--- config.mk ---
export PLATFORM = sky130hd
export DESIGN_NAME = bus_interface_unit
export DESIGN_NICKNAME = d
export VERILOG_FILES = /design/src/rtl/bus_interface_unit_pkg.sv /design/src/rtl/bus_interface_unit_program_counter.sv /design/src/rtl/bus_interface_unit.sv
export SDC_FILE = /design/constraint.sdc
export NUM_CORES = 1
export LEC_CHECK = 0
export CAP_MARGIN = 40
export CORE_MARGIN = 8
export CORE_UTILIZATION = 50
export CTS_BUF_LIST = sky130_fd_sc_hd__clkbuf_8
export DETAILED_ROUTE_END_ITERATION = 8
export GPL_TIMING_DRIVEN = 0
export PLACE_DENSITY_LB_ADDON = 0.12
export SKIP_LAST_GASP = 1
export SLEW_MARGIN = 15
export SYNTH_ARGS = -nofsm -noshare
export SYNTH_HDL_FRONTEND = slang
export SYNTH_SLANG_ARGS = --single-unit
export TNS_END_PERCENT = 1
--- constraint.sdc ---
create_clock -name clk -period 5.5 [get_ports clk]
set_input_delay 1.65 -clock clk [delete_from_list [all_inputs] [get_ports clk]]
set_output_delay 1.65 -clock clk [all_outputs]
set_load 0.02 [all_outputs]
--- src/rtl/bus_interface_unit_pkg.sv ---
// Shared constants for the bus interface unit: bus phase states, address-select
// codes (also used by the decoder) and the reset vector location.
package bus_interface_unit_pkg;

   typedef enum logic [1:0] {
      IDLE   = 2'd0,
      ADR_LO = 2'd1,
      ADR_HI = 2'd2,
      DATA   = 2'd3
   } biuState_e;

   localparam logic [1:0]  ADDR_SEL_PC  = 2'd0;
   localparam logic [1:0]  ADDR_SEL_MEM = 2'd1;
   localparam logic [1:0]  ADDR_SEL_ALU = 2'd2;
   localparam logic [15:0] RESET_VECTOR = 16'hFFFC;

   // The reserved select code falls back to the PC.
   function automatic logic [15:0] selectAddress(input logic [1:0]  sel,
                                                 input logic [15:0] pcValue,
                                                 input logic [15:0] memAddr,
                                                 input logic [7:0]  aluAddr);
      case (sel)
         ADDR_SEL_MEM: return memAddr;
         ADDR_SEL_ALU: return {8'h00, aluAddr};
         default:      return pcValue;
      endcase
   endfunction

endpackage

--- src/rtl/bus_interface_unit_program_counter.sv ---
// 16-bit program counter with async reset, increment and parallel load.
// Load takes priority over increment.
module program_counter (
   input  logic        clk,
   input  logic        res,
   input  logic        inc_i,
   input  logic        load_i,
   input  logic [15:0] loadValue_i,
   output logic [15:0] pc_o
);

   logic [15:0] pc_q, pc_d;

   always_comb begin
      pc_d = pc_q;
      if (load_i) begin
         pc_d = loadValue_i;
      end else if (inc_i) begin
         pc_d = pc_q + 16'd1;
      end
   end

   always_ff @(posedge clk or posedge res) begin
      if (res) begin
         pc_q <= 16'h0000;
      end else begin
         pc_q <= pc_d;
      end
   end

   assign pc_o = pc_q;

endmodule

--- src/rtl/bus_interface_unit.sv ---
// Bus interface unit: owns the PC and runs three-phase accesses on the muxed uio pins.
// Optional BIU_RESET_VECTOR_EN fetches the PC from $FFFC/$FFFD after reset.
module bus_interface_unit
   import bus_interface_unit_pkg::*;
(
   input  logic        clk,
   input  logic        res,
   input  logic        req,
   input  logic        rw,
   input  logic [1:0]  address_select,
   input  logic [15:0] memory_address,
   input  logic [7:0]  alu_result,
   input  logic        pc_enable,
   input  logic [7:0]  data_out,
   output logic [7:0]  data_in,
   output logic        done,
   output logic        busy,
   output logic [15:0] pc,
   input  logic [7:0]  bus_ad_in,
   output logic [7:0]  bus_ad_out,
   output logic [7:0]  bus_ad_oe,
   output logic        bus_alel,
   output logic        bus_aleh,
   output logic        bus_rw,
   output logic        bus_strobe
);

   biuState_e   state_q, state_d;
   logic [15:0] addr_q, addr_d;
   logic        rw_q, rw_d;
   logic [7:0]  wdata_q, wdata_d;
   logic [7:0]  dataIn_q, dataIn_d;
   logic        done_q, done_d;
   logic        pcInc, pcLoad;
   logic [15:0] pcLoadValue;

`ifdef BIU_RESET_VECTOR_EN
   logic        vecPending_q, vecPending_d;
   logic        vecActive_q, vecActive_d;
   logic        vecHigh_q, vecHigh_d;
   logic [7:0]  vecLo_q, vecLo_d;
`endif

   program_counter u_pc (
      .clk         (clk),
      .res         (res),
      .inc_i       (pcInc),
      .load_i      (pcLoad),
      .loadValue_i (pcLoadValue),
      .pc_o        (pc)
   );

   always_comb begin
      state_d     = state_q;
      addr_d      = addr_q;
      rw_d        = rw_q;
      wdata_d     = wdata_q;
      dataIn_d    = dataIn_q;
      done_d      = 1'b0;
      pcInc       = pc_enable;
      pcLoad      = 1'b0;
      pcLoadValue = 16'h0000;
`ifdef BIU_RESET_VECTOR_EN
      vecPending_d = vecPending_q;
      vecActive_d  = vecActive_q;
      vecHigh_d    = vecHigh_q;
      vecLo_d      = vecLo_q;
      if (vecPending_q || vecActive_q) begin
         pcInc = 1'b0;
      end
`endif
      case (state_q)
         IDLE: begin
`ifdef BIU_RESET_VECTOR_EN
            if (vecPending_q) begin
               state_d      = ADR_LO;
               addr_d       = RESET_VECTOR;
               rw_d         = 1'b1;
               vecPending_d = 1'b0;
               vecActive_d  = 1'b1;
               vecHigh_d    = 1'b0;
            end else
`endif
            if (req) begin
               state_d = ADR_LO;
               addr_d  = selectAddress(address_select, pc, memory_address, alu_result);
               rw_d    = rw;
               wdata_d = data_out;
            end
         end
         ADR_LO: state_d = ADR_HI;
         ADR_HI: state_d = DATA;
         DATA: begin
`ifdef BIU_RESET_VECTOR_EN
            // Vector reads chain straight into the high-byte fetch, then load the PC silently.
            if (vecActive_q) begin
               if (!vecHigh_q) begin
                  state_d   = ADR_LO;
                  vecLo_d   = bus_ad_in;
                  vecHigh_d = 1'b1;
                  addr_d    = RESET_VECTOR + 16'd1;
               end else begin
                  state_d     = IDLE;
                  vecActive_d = 1'b0;
                  vecHigh_d   = 1'b0;
                  pcLoad      = 1'b1;
                  pcLoadValue = {bus_ad_in, vecLo_q};
               end
            end else
`endif
            begin
               state_d = IDLE;
               done_d  = 1'b1;
               if (rw_q) begin
                  dataIn_d = bus_ad_in;
               end
            end
         end
         default: state_d = IDLE;
      endcase
   end

   always_ff @(posedge clk or posedge res) begin
      if (res) begin
         state_q  <= IDLE;
         addr_q   <= 16'h0000;
         rw_q     <= 1'b1;
         wdata_q  <= 8'h00;
         dataIn_q <= 8'h00;
         done_q   <= 1'b0;
`ifdef BIU_RESET_VECTOR_EN
         vecPending_q <= 1'b1;
         vecActive_q  <= 1'b0;
         vecHigh_q    <= 1'b0;
         vecLo_q      <= 8'h00;
`endif
      end else begin
         state_q  <= state_d;
         addr_q   <= addr_d;
         rw_q     <= rw_d;
         wdata_q  <= wdata_d;
         dataIn_q <= dataIn_d;
         done_q   <= done_d;
`ifdef BIU_RESET_VECTOR_EN
         vecPending_q <= vecPending_d;
         vecActive_q  <= vecActive_d;
         vecHigh_q    <= vecHigh_d;
         vecLo_q      <= vecLo_d;
`endif
      end
   end

   // Pin drive is decoded purely from the registered state, so reset clears it at once.
   always_comb begin
      bus_ad_out = 8'h00;
      bus_ad_oe  = 8'h00;
      bus_alel   = 1'b0;
      bus_aleh   = 1'b0;
      bus_rw     = 1'b1;
      bus_strobe = 1'b0;
      case (state_q)
         ADR_LO: begin
            bus_ad_out = addr_q[7:0];
            bus_ad_oe  = 8'hFF;
            bus_alel   = 1'b1;
         end
         ADR_HI: begin
            bus_ad_out = addr_q[15:8];
            bus_ad_oe  = 8'hFF;
            bus_aleh   = 1'b1;
         end
         DATA: begin
            bus_rw     = rw_q;
            bus_strobe = 1'b1;
            if (!rw_q) begin
               bus_ad_out = wdata_q;
               bus_ad_oe  = 8'hFF;
            end
         end
         default: ;
      endcase
   end

   assign busy    = (state_q != IDLE);
   assign done    = done_q;
   assign data_in = dataIn_q;

endmodule

---- Word-level counts from Yosys, hierarchy flattened ----
Index checks and enable logic that the tools add are counted.
Widths: inputs -> output; s select.
word-level totals
  word-level logic and storage cells ...... 30
  input port bits ......................... 47
  output and inout bits ................... 46
  register bits ........................... 52
operators by class
  reduce and logical (&&, ||, !) cells .... 5
  equal/unequal tests ..................... 6
  $add $sub $neg .......................... 1
  muxes and demuxes ....................... 11
operator list
  operator               number
  $pmux 16 s2            1
  $pmux 8 s3             1
  $add 16x1->16 const B  1
  $mux 8                 2
  $pmux 8 s2             1
  $pmux 2 s4             1
  $eq 2x2->1 const B     3
  $eq 2x1->1 const B     2
  $mux 1                 4
  $reduce_and 2->1       2
  $logic_not 2->1        1
  $mux 2                 1
  $ne 2x2->1 const B     1
  $reduce_bool 2->1      1
  $reduce_or 2->1        1

---- Logic depth before layout (Yosys ltp) ----
Gate-level depths: netlist of the first run.
  depth in word-level cells ............... 3
  mapped depth ............................ 6

---- Modules after synthesis ----
From an unflattened synthesis of the first run, not the netlist that was laid out.
second synthesis, totals
  cells, all modules ...................... 293
  area, all modules ....................... 2974.1 um^2
by module, submodules not included
  module              cells each  area an instance (um^2)  instances  sequential area each (um^2)
  bus_interface_unit  192         2057.0                   1          902.1
  program_counter     101         917.1                    1          400.4

---- Least setup slack after synthesis of the first run ----
OpenSTA, ideal clock, no wires.
  path type ............................... register -> output
  start point ............................. register state_q[0]
  end point ............................... output port bus_ad_oe[1]
  setup slack ............................. 2.227 ns
  stages on the path, launching flop included .. 6
  data arrival time ....................... 1.623 ns
  required time ........................... 3.850 ns
  cells stage by stage .................... dfrtp_1 inv_1 ha_1 clkbuf_1 nor2_1 buf_4
on the way
  cells in the longest elaborated chain, start to end .. 3
  elaborated cells on any way between the ends .. 5
  those cells by class .................... eq/ne: 3; mux: 1; reduce/logical: 1
RTL lines
  element                                          line                       text
  start: declaration                               bus_interface_unit.sv:28   biuState_e state_q, state_d;
  start signal: assignment                         bus_interface_unit.sv:138  state_q <= state_d;
  $eq 2x2->1 / $eq 2x1->1 (equally long branches)  bus_interface_unit.sv:161  case (state_q)
  $reduce_or 2->1 (no source line)                 n/a
  $pmux 8 s2 (*)                                   bus_interface_unit.sv:161
  end: declaration                                 bus_interface_unit.sv:21   output logic [7:0] bus_ad_oe,
Every way passes the cells marked *; elsewhere a longest branch is shown, timed or not.

---- Final worst setup path of the first run ----
  start point ............................. register state_q[0]
  end point ............................... output port bus_ad_oe[7]
The elaborated chain is that of the path after synthesis.

==> results of run 1 <==
-- sequential cells by signal, summed over array words and instances, names as in the netlist --
signal,cells
rw_q,1
data_in,8
addr_q,16
u_pc.pc_o,16
done,1
state_q,2
wdata_q,8
-- logic make-up (layout without fill, tap and decap cells) --
family | count (synthesis) | in the layout | synth area share [%]
mux | 19 | 19 | 8.36
buf+inv | 27 | 127 | 5.18
simple gates | 65 | 65 | 13.6
flops | 52 | 52 | 50.9
compound gates | 42 | 42 | 12.4
fa+ha+maj | 9 | 9 | 4.40
xor+xnor | 15 | 15 | 5.13
-- through the flow --
stage	power (mW)	setup slack (ps)	util, %	hold slack, ps	std cells
2_1_floorplan	1.28	2230	-	447	229
3_3_place_gp	1.73	1630	71.2	474	391
3_5_place_dp	1.77	1690	71.6	478	392
4_1_cts	2.00	1350	73.6	501	399
5_1_grt	2.10	1200	73.6	515	399
6_report	1.98	1410	73.6	503	399
-- per-layer routing --
metal  up-vias  global-route usage [%]  routed length [um]
met5         -                       0                   0
met4         0                    5.16                  78
met3         7                    4.88                 478
met2        87                    28.7                3180
met1      1043                    23.4                3100
li1       1014                       -                   -
-- worst paths after layout --
check | start | end | slack, ps | cells past startpoint
min | addr_q[2] | addr_q[2] | 500 | 2
min in group asynchronous | res | data_in[3] | 1690 | 2
max reg2reg | state_q[0] | wdata_q[0] | 3830 | 5
min reg2reg | addr_q[2] | addr_q[2] | 500 | 2
max | state_q[0] | bus_ad_oe[7] | 1410 | 6
max in group asynchronous | res | rw_q | 3200 | 3
-- synthesized netlist by cell type (7+ instances only) --
library cell   n
clkbuf_1       9
buf_4          8
ha_1           9
o31ai_1        8
a222oi_1       8
xor2_1        11
dfrtp_1       51
mux2_2        19
a22oi_1        7
o21ai_0        8
nor2b_1        9
a221oi_1       8
nor2_1        12
nand2_1       26
inv_1          8
-- area by class of cell --
| class | instances | area share, % |
|---|---|---|
| Timing Repair Buffer | 93 | 25.5 |
| Clock buffer | 7 | 2.61 |
| Buffer | 19 | 2.78 |
| Tap cell | 70 | 2.38 |
| Inverter | 8 | 0.815 |
| Sequential cell | 52 | 35.3 |
| Multi-Input combinational cell | 150 | 30.5 |
-- worst min-delay path, stage by stage (launching register included) --
cell and delay, ps:
dfrtp_1 360, nand2_1 50, o31ai_1 60
-- placed cells by master (no fill, tap or decap), drive strengths merged --
master,Yosys,routed
clkdlybuf4s50,0,92
dfrtp,51,51
nand2,26,26
mux2,19,19
clkbuf,9,16
nor2,12,12
xor2,11,11
buf,10,11
nor2b,9,9
ha,9,9
o21ai,8,8
a222oi,8,8
a221oi,8,8
o31ai,8,8
inv,8,8
a22oi,7,7
nand4,6,6
nor3,4,4
xnor2,4,4
nor4,4,4
a21oi,3,3
and2b,2,2
and3,1,1
and3b,1,1
dfstp,1,1
-- where the power goes --
part,total (mW),switching (mW),internal [mW]
Sequential,0.656,0.128,0.528
Clock,0.232,0.120,0.112
Combinational,1.09,0.527,0.565
==> summary.txt, run 1 <==
Route
  • Routed Antenna Nets: 0
  • Via density: 5.39
  • First-pass iteration count of the detailed router: 6
  • Vias: 2,151
  • Drt wl/cell: 17.1 um
  • DRT Wirelength: 6840 um
  • Iter 0 DRT Violations: 95
  • DRC violation count after routing: 0

Die
  • Die Ht: 87.6 um
  • Die area: 7670 um^2
  • Die Wd: 87.6 um
  • Initial Util: 51.1%
  • Core ar.: 5010 um^2
  • I/O pin count: 93
  • Num rows: 26

Timing
  • Crit share post-route: 74.4%
  • Max transition margin: 65.6%
  • Final Slew Violations: 0
  • Setup TNS: 0 ps
  • Count of final hold-check violations: 0
  • Final setup viols: 0
  • Slew @ Worst Pin: 515 ps
  • RSZ-0062 raised after global routing: false
  • Post-route clock skew: 4.62 ps
  • Tmin final: 4090 ps
  • Max frequency: 244 MHz

Synth
  • Synth unique cells: 28
  • Netlist Area Pre-Place: 2560 um^2
  • Primary FF master, synth: dfrtp_1
  • Async S/R FF share, synth: 100%
  • Synth Register Bits: 52
  • Post-synth top area share: 49.9%
  • Yosys warns: 0
  • EDFF count, synth: 0
  • Post-synth top area cell: dfrtp_1
  • Syn nets: 285
  • Top cells by area, synth: dfrtp_1 (50%), mux2_2 (8.4%), ha_1 (4.4%), nand2_1 (3.8%), xor2_1 (3.8%)
  • Register area share after synthesis: 50.9%
  • Post-Syn Instances: 229
  • Syn Area/Cell: 11.2 um^2

Placement
  • GPL Wtd Cong: 0.769
  • Area after DPL: 3590 um^2
  • HPWL Detailed: 5320 um
  • Input/output buffers: 92

Worst setup path
  • WS Path Type: register to output port
  • CP required: 3850 ps
  • CP Cell Sequence: inv_1 > ha_1 > clkbuf_1 > nor2_1 > buf_4 > clkdlybuf4s50_1
  • WP buf/inv: 4
  • Crit start category: register
  • Worst-path maximum fanout: 10
  • CP max stage cell: clkdlybuf4s50_1
  • Worst path arrival time: 2440 ps
  • Worst Setup End Kind: output port
  • Critical path's top delay family: buffers and inverters
  • Largest stage delay on the critical path: 600 ps

Clock network
  • Hold buffers post-CTS: 0
  • Skew-Pair Late Insertion Delay: 300 ps
  • Worst-path clk slew: 90 ps
  • # resized after CTS: 0
  • Clock Path Buffers: 2
  • Clk sink count: 52
  • Post-CTS Repair Setup Buffers: 0
  • CTS root buf: clkbuf_8
  • H-tree depth: 2
  • CTS buffer count: 5
  • CTS tree: yes

Global route
  • Largest net degree at the start of global routing: 31
  • First-pass GRT wire length: 10,800 um
  • Grt ovf: 0
  • Initial antenna violation count: 0
  • GRT Util Overall: 18.0%
  • Vias in the first global route: 2,169

Power and ir drop
  • Power per cell area: 537 nW/um^2
  • P_leak: 1.59 nW
  • VDD IR max: 0.449 mV

Min path
  • Hold crit path type: register to register

Finish
  • Final instance area: 3680 um^2
  • Area Overhead vs Synth: 43.9%
  • Fillers: 399
  • Multi-input gate area: 1120 um^2
  • Proportion of layout cells with a drive suffix above 1: 12.8%
  • Diode count: 0
  • Register area: 1300 um^2
  • Final #Nets: 385

Run
  • Max-capacitance violation count: 0

Status
  • Status: finished, final reports clean
(Power assumes the default switching activity.)
==> run 2, diff against run 1 <==
- CORE_UTILIZATION: 50 -> 42
- clock period: 5.5 -> 3.68 ns (I/O delays scaled with it)
==> summary.txt, run 2 (synthesized netlist as in run 1, its figures left out) <==
Finish
  • Final #Nets: 385
  • Commonest non-fill, non-tap cell in the layout: clkdlybuf4s50_1
  • Proportion of layout cells with a drive suffix above 1: 13.3%
  • Area Overhead vs Synth: 44.1%
  • Final Util: 62.3%
  • Fin cells: 405
  • Diode count: 0
  • Final instance area: 3690 um^2
  • Commonest non-fill, non-tap cells in the layout: clkdlybuf4s50_1 (92), dfrtp_1 (51), nand2_1 (26)

Global route
  • Grt ovf: 0
  • Initial antenna violation count: 0
  • First-pass GRT wire length: 11,100 um
  • Vias in the first global route: 2,164
  • GRT Util Overall: 16.0%
  • Largest net degree at the start of global routing: 28

Timing
  • Max frequency: 292 MHz
  • Setup TNS: 0 ps
  • Tmin final: 3430 ps
  • Final Slew Violations: 0
  • Final setup viols: 0
  • Max transition margin: 63.1%
  • Count of final hold-check violations: 0
  • Crit share post-route: 93.2%
  • Slew @ Worst Pin: 553 ps
  • Hold Slack: 497 ps
  • RSZ-0062 raised after global routing: false
  • Setup WS post-layout: 250 ps
  • Post-route clock skew: 2.63 ps

Worst setup path
  • Worst setup path start: state_q[0]
  • Crit start category: register
  • Cells on worst reg2reg path: 5
  • Worst Setup End Kind: output port
  • Worst path arrival time: 2330 ps
  • FF-to-FF End: wdata_q[6]
  • CP required: 2580 ps
  • Flop2flop setup slack: 2000 ps
  • RR Startpoint: state_q[0]
  • Worst setup endpoint: bus_ad_oe[3]
  • Worst-path maximum fanout: 10
  • WS Path Type: register to output port

Clock network
  • Worst-path clk slew: 90 ps
  • Clock Path Buffers: 2
  • Skew-Pair Late Insertion Delay: 300 ps
  • CTS tree: yes
  • Hold buffers post-CTS: 0
  • CTS root buf: clkbuf_8
  • CTS buffer count: 5
  • Clk sink count: 52
  • H-tree depth: 2

Min path
  • Hold crit path type: register to register

Die
  • I/O pin count: 93
  • Die area: 8850 um^2
  • Initial Util: 43.2%
  • Num rows: 28
  • Die Ht: 94.1 um
  • Die Wd: 94.1 um
  • Core ar.: 5920 um^2

Placement
  • Input/output buffers: 92
  • Place WS: 444 ps
  • HPWL Detailed: 5470 um
  • Placed insts: 397
  • Area after DPL: 3590 um^2
  • GPL Wtd Cong: 0.765

Power and ir drop
  • Power per cell area: 799 nW/um^2
  • VDD IR max: 0.685 mV
  • P_leak: 1.59 nW
  • Tot Pwr: 2.95 mW

Status
  • Status: finished, final reports clean

Route
  • Iter 0 DRT Violations: 109
  • Via density: 5.22
  • Vias: 2,115
  • DRT Wirelength: 6920 um
  • First-pass iteration count of the detailed router: 4
  • Drt wl/cell: 17.1 um
  • DRC violation count after routing: 0
  • Routed Antenna Nets: 0

Run
  • Max-capacitance violation count: 0
==> run 2: where the power goes <==
part	total [mW]	internal, mW	leakage, nW	switching, mW
sequential	0.983	0.789	0.658	0.194
combinational	1.63	0.844	0.881	0.787
clock	0.333	0.150	0.0510	0.183
total	2.95	1.78	1.59	1.16
==> run 2: repair_timing <==
item	CTS	global route
endpoints found under the setup margin	0	7
gates resized for setup	0	1
buffers inserted	0	0
==> run 2: final cells by class <==
cell class,count,area [um^2]
Clock buffer,6,82.6
Tap cell,75,93.8
Buffer,19,103
Inverter,8,30.0
Clock inverter,2,10.0
Sequential cell,52,1300
Fill cell,533,2230
Multi-Input combinational cell,150,1130
Timing Repair Buffer,93,941
==> run 2: worst min-delay path by stage <==
stage                from         end  slack [ps]  cells after the start
2_1_floorplan   addr_q[0]   addr_q[0]         450                      2
3_3_place_gp   addr_q[13]  addr_q[13]         470                      2
3_5_place_dp    addr_q[2]   addr_q[2]         470                      2
4_1_cts        addr_q[13]  addr_q[13]         500                      2
5_1_grt        data_in[6]  data_in[6]         520                      1
6_report       addr_q[13]  addr_q[13]         500                      2
==> run 2: critical path: stages (launching register included) <==
cell and delay [ps]:
dfrtp_1 420, inv_1 110, ha_1 200, clkbuf_1 230, nor2_2 310, buf_4 160, clkdlybuf4s50_1 590
==> run 2: layer usage <==
layer	vias up	wire length, um	track usage [%]
met3	4	463	4.32
met1	1031	2970	19.6
met5	-	0	0
met4	0	63	4.89
li1	1017	-	-
met2	63	3420	26.8
==> run 3, diff against run 2 <==
- ABC_CLOCK_PERIOD_IN_PS: not set -> 3680
==> results of run 3 <==
No change in the layout: final DEF, timing and power equal those of run 2.
==> RTL edit (config.mk and constraints of run 3) <==
Take the reset off `addr_q`, `wdata_q` and `dataIn_q` and load them in a clocked block of their own.
--- a/src/rtl/bus_interface_unit.sv
+++ b/src/rtl/bus_interface_unit.sv
@@ -124,8 +124,5 @@
       if (res) begin
          state_q  <= IDLE;
-         addr_q   <= 16'h0000;
          rw_q     <= 1'b1;
-         wdata_q  <= 8'h00;
-         dataIn_q <= 8'h00;
          done_q   <= 1'b0;
 `ifdef BIU_RESET_VECTOR_EN
@@ -137,8 +134,5 @@
       end else begin
          state_q  <= state_d;
-         addr_q   <= addr_d;
          rw_q     <= rw_d;
-         wdata_q  <= wdata_d;
-         dataIn_q <= dataIn_d;
          done_q   <= done_d;
 `ifdef BIU_RESET_VECTOR_EN
@@ -149,4 +143,10 @@
 `endif
       end
+   end
+
+   always_ff @(posedge clk) begin
+      addr_q   <= addr_d;
+      wdata_q  <= wdata_d;
+      dataIn_q <= dataIn_d;
    end
 
Function: changed (a bounded check fails within 10 cycles, from zero or initial values; the reset may be asserted at any time).
==> RTL edit against run 3 <==
  * Critical path depth is the same
  * First-iteration DRC count up 12%
  * Utilization up 2.5 points
  * Sequential share of layout area is 5.7 points higher
  * Cell count down 10%
  * Setup slack worse by 0.059 ns
  * Final area decreased by 3.3%
  * Wire length down 11%
  * Sequential cell count unchanged
  * Power is 8.3% lower
  * Non-clock buffer count down 1
  * Sequential power fell by 11%
  * Synthesized area is 6.4% lower
  * Critical path type unchanged
  * Critical endpoint is now bus_ad_out[2]
  * Largest cell class unchanged
  * Largest power group unchanged
==> RTL edit: results (changes against run 3) <==
Global route
  – Pin count of the biggest net entering global routing: 19 (-32%)
  – GRT Total Usage: 0.145 (-0.0154)
  – GR met1 Demand/Resource: 0.176 (-0.0207)
  – Vias in the first global route: 1921 (-11%)
  – First-pass GRT wire length: 9720 um (-12%)
  – Met2 Usage GRT: 0.240 (-0.0277)

Finish
  – Buffering overhead: 0.296 (+0.0130)
  – Clock network area share: 0.0312 (+0.00610)
  – Multi-In Gates: 110 (-27%)
  – Inverter count: 10 (+2)
  – Filler cells: 441 (-17%)
  – Area of the multi-input gates: 812 um^2 (-28%)
  – Number of clock buffers in the layout: 5 (-1)
  – Final core occ: 0.648 (+0.0251)
  – Plain + repair buffers: 111 (-0.89%)
  – Post-layout nets: 346 (-10%)
  – Fin cells: 363 (-10%)
  – Layout cell share with drive strength beyond 1: 0.0962 (-0.0371)
  – Storage cell area: 1460 um^2 (+12%)

Route
  – Iteration-0 DRC count of the detailed router: 122 (+12%)
  – DR vias/cell: 4.99 (-4.4%)
  – Total Wirelength: 6140 um (-11%)
  – DR pass1 iterations: 6 (+2)
  – Routed wl met3: 384 um (-17%)

Worst setup path
  – Crit Path Max Fanout: 9 (-1)
  – Worst R2R Path Depth: 4 (-1)
  – Crit path to: bus_ad_out[2]
  – Critical Path AT: 2.39 ns (+0.06 ns)
  – Largest stage delay, worst path: 0.63 ns (+0.04 ns)
  – Worst reg2reg endpoint: addr_q[3]

STA
  – Hold slack: 0.514 ns (+0.0170 ns)
  – Clock Skew: 0.00397 ns (+0.00135 ns)
  – Actual slew at the worst max-slew pin: 0.506 ns (-0.0472 ns)
  – Crit path time final: 3.49 ns (+0.0595 ns)

Yosys
  – Dominant synthesized flop cell: edfxtp_1
  – Post-synth ARST share: 0.385 (-0.615)
  – Post-synth top cells: edfxtp_1 (32), dfrtp_1 (19), nand2_1 (15)
  – Largest cells by area after synthesis: edfxtp_1 (40%), dfrtp_1 (20%), ha_1 (4.7%)
  – Mapped Nets: 245 (-14%)
  – Sequential fraction of the synthesis area: 0.610 (+0.101)
  – Post-synth EDFFs: 32 (+32)

Placement
  – Detailed-placement wirelength estimate: 4820 um (-12%)
  – Worst slack, placed: 0.378 ns (-0.0662 ns)
  – Post-DP Area: 3450 um^2 (-4.0%)
  – Gpl congestion: 0.885 (+16%)

Power
  – Static leakage: 1.40 nW (-12%)
  – Max VDD drop: 644 uV (-6.0%)

Run status
  – Status: finished clean

Worst hold path
  – Hold_sp: u_pc.pc_o[15]

Floorplan
  – Die width: 91.6 um (-2.7%)
-- RTL edit: changes by cell type in the layout (fill, tap and decap cells not counted), sizes merged, moves of 8 or more --
cell,run 3,this run
dfrtp,51,19
edfxtp,0,32
mux2,19,2
nand2,26,15
o31ai,8,0
-- RTL edit: worst register-to-register path: cells and delay by family, from the launching register on --
family,cells,cell delay [ns]
and+or+nand+nor,1,0.45
DFF,1,0.44
buffers and inverters,2,0.38
adders and majority gates,1,0.20
-- RTL edit: where the power goes --
part / total (mW) / internal [mW] / switching (mW)
registers: 0.879 / 0.772 / 0.107
logic: 1.43 / 0.707 / 0.725
clock network: 0.392 / 0.201 / 0.191
-- RTL edit: cells by family (layout without fill, tap and decap cells) --
family	after synthesis	after routing	synth area share
and+or+nand+nor	49	49	0.115
adders and majority gates	9	9	0.0470
DFF	52	52	0.610
buffers and inverters	27	129	0.0543
muxes	2	2	0.00939
xor gates and xnor gates	15	15	0.0548
AOI/OAI and AO/OA	35	35	0.110
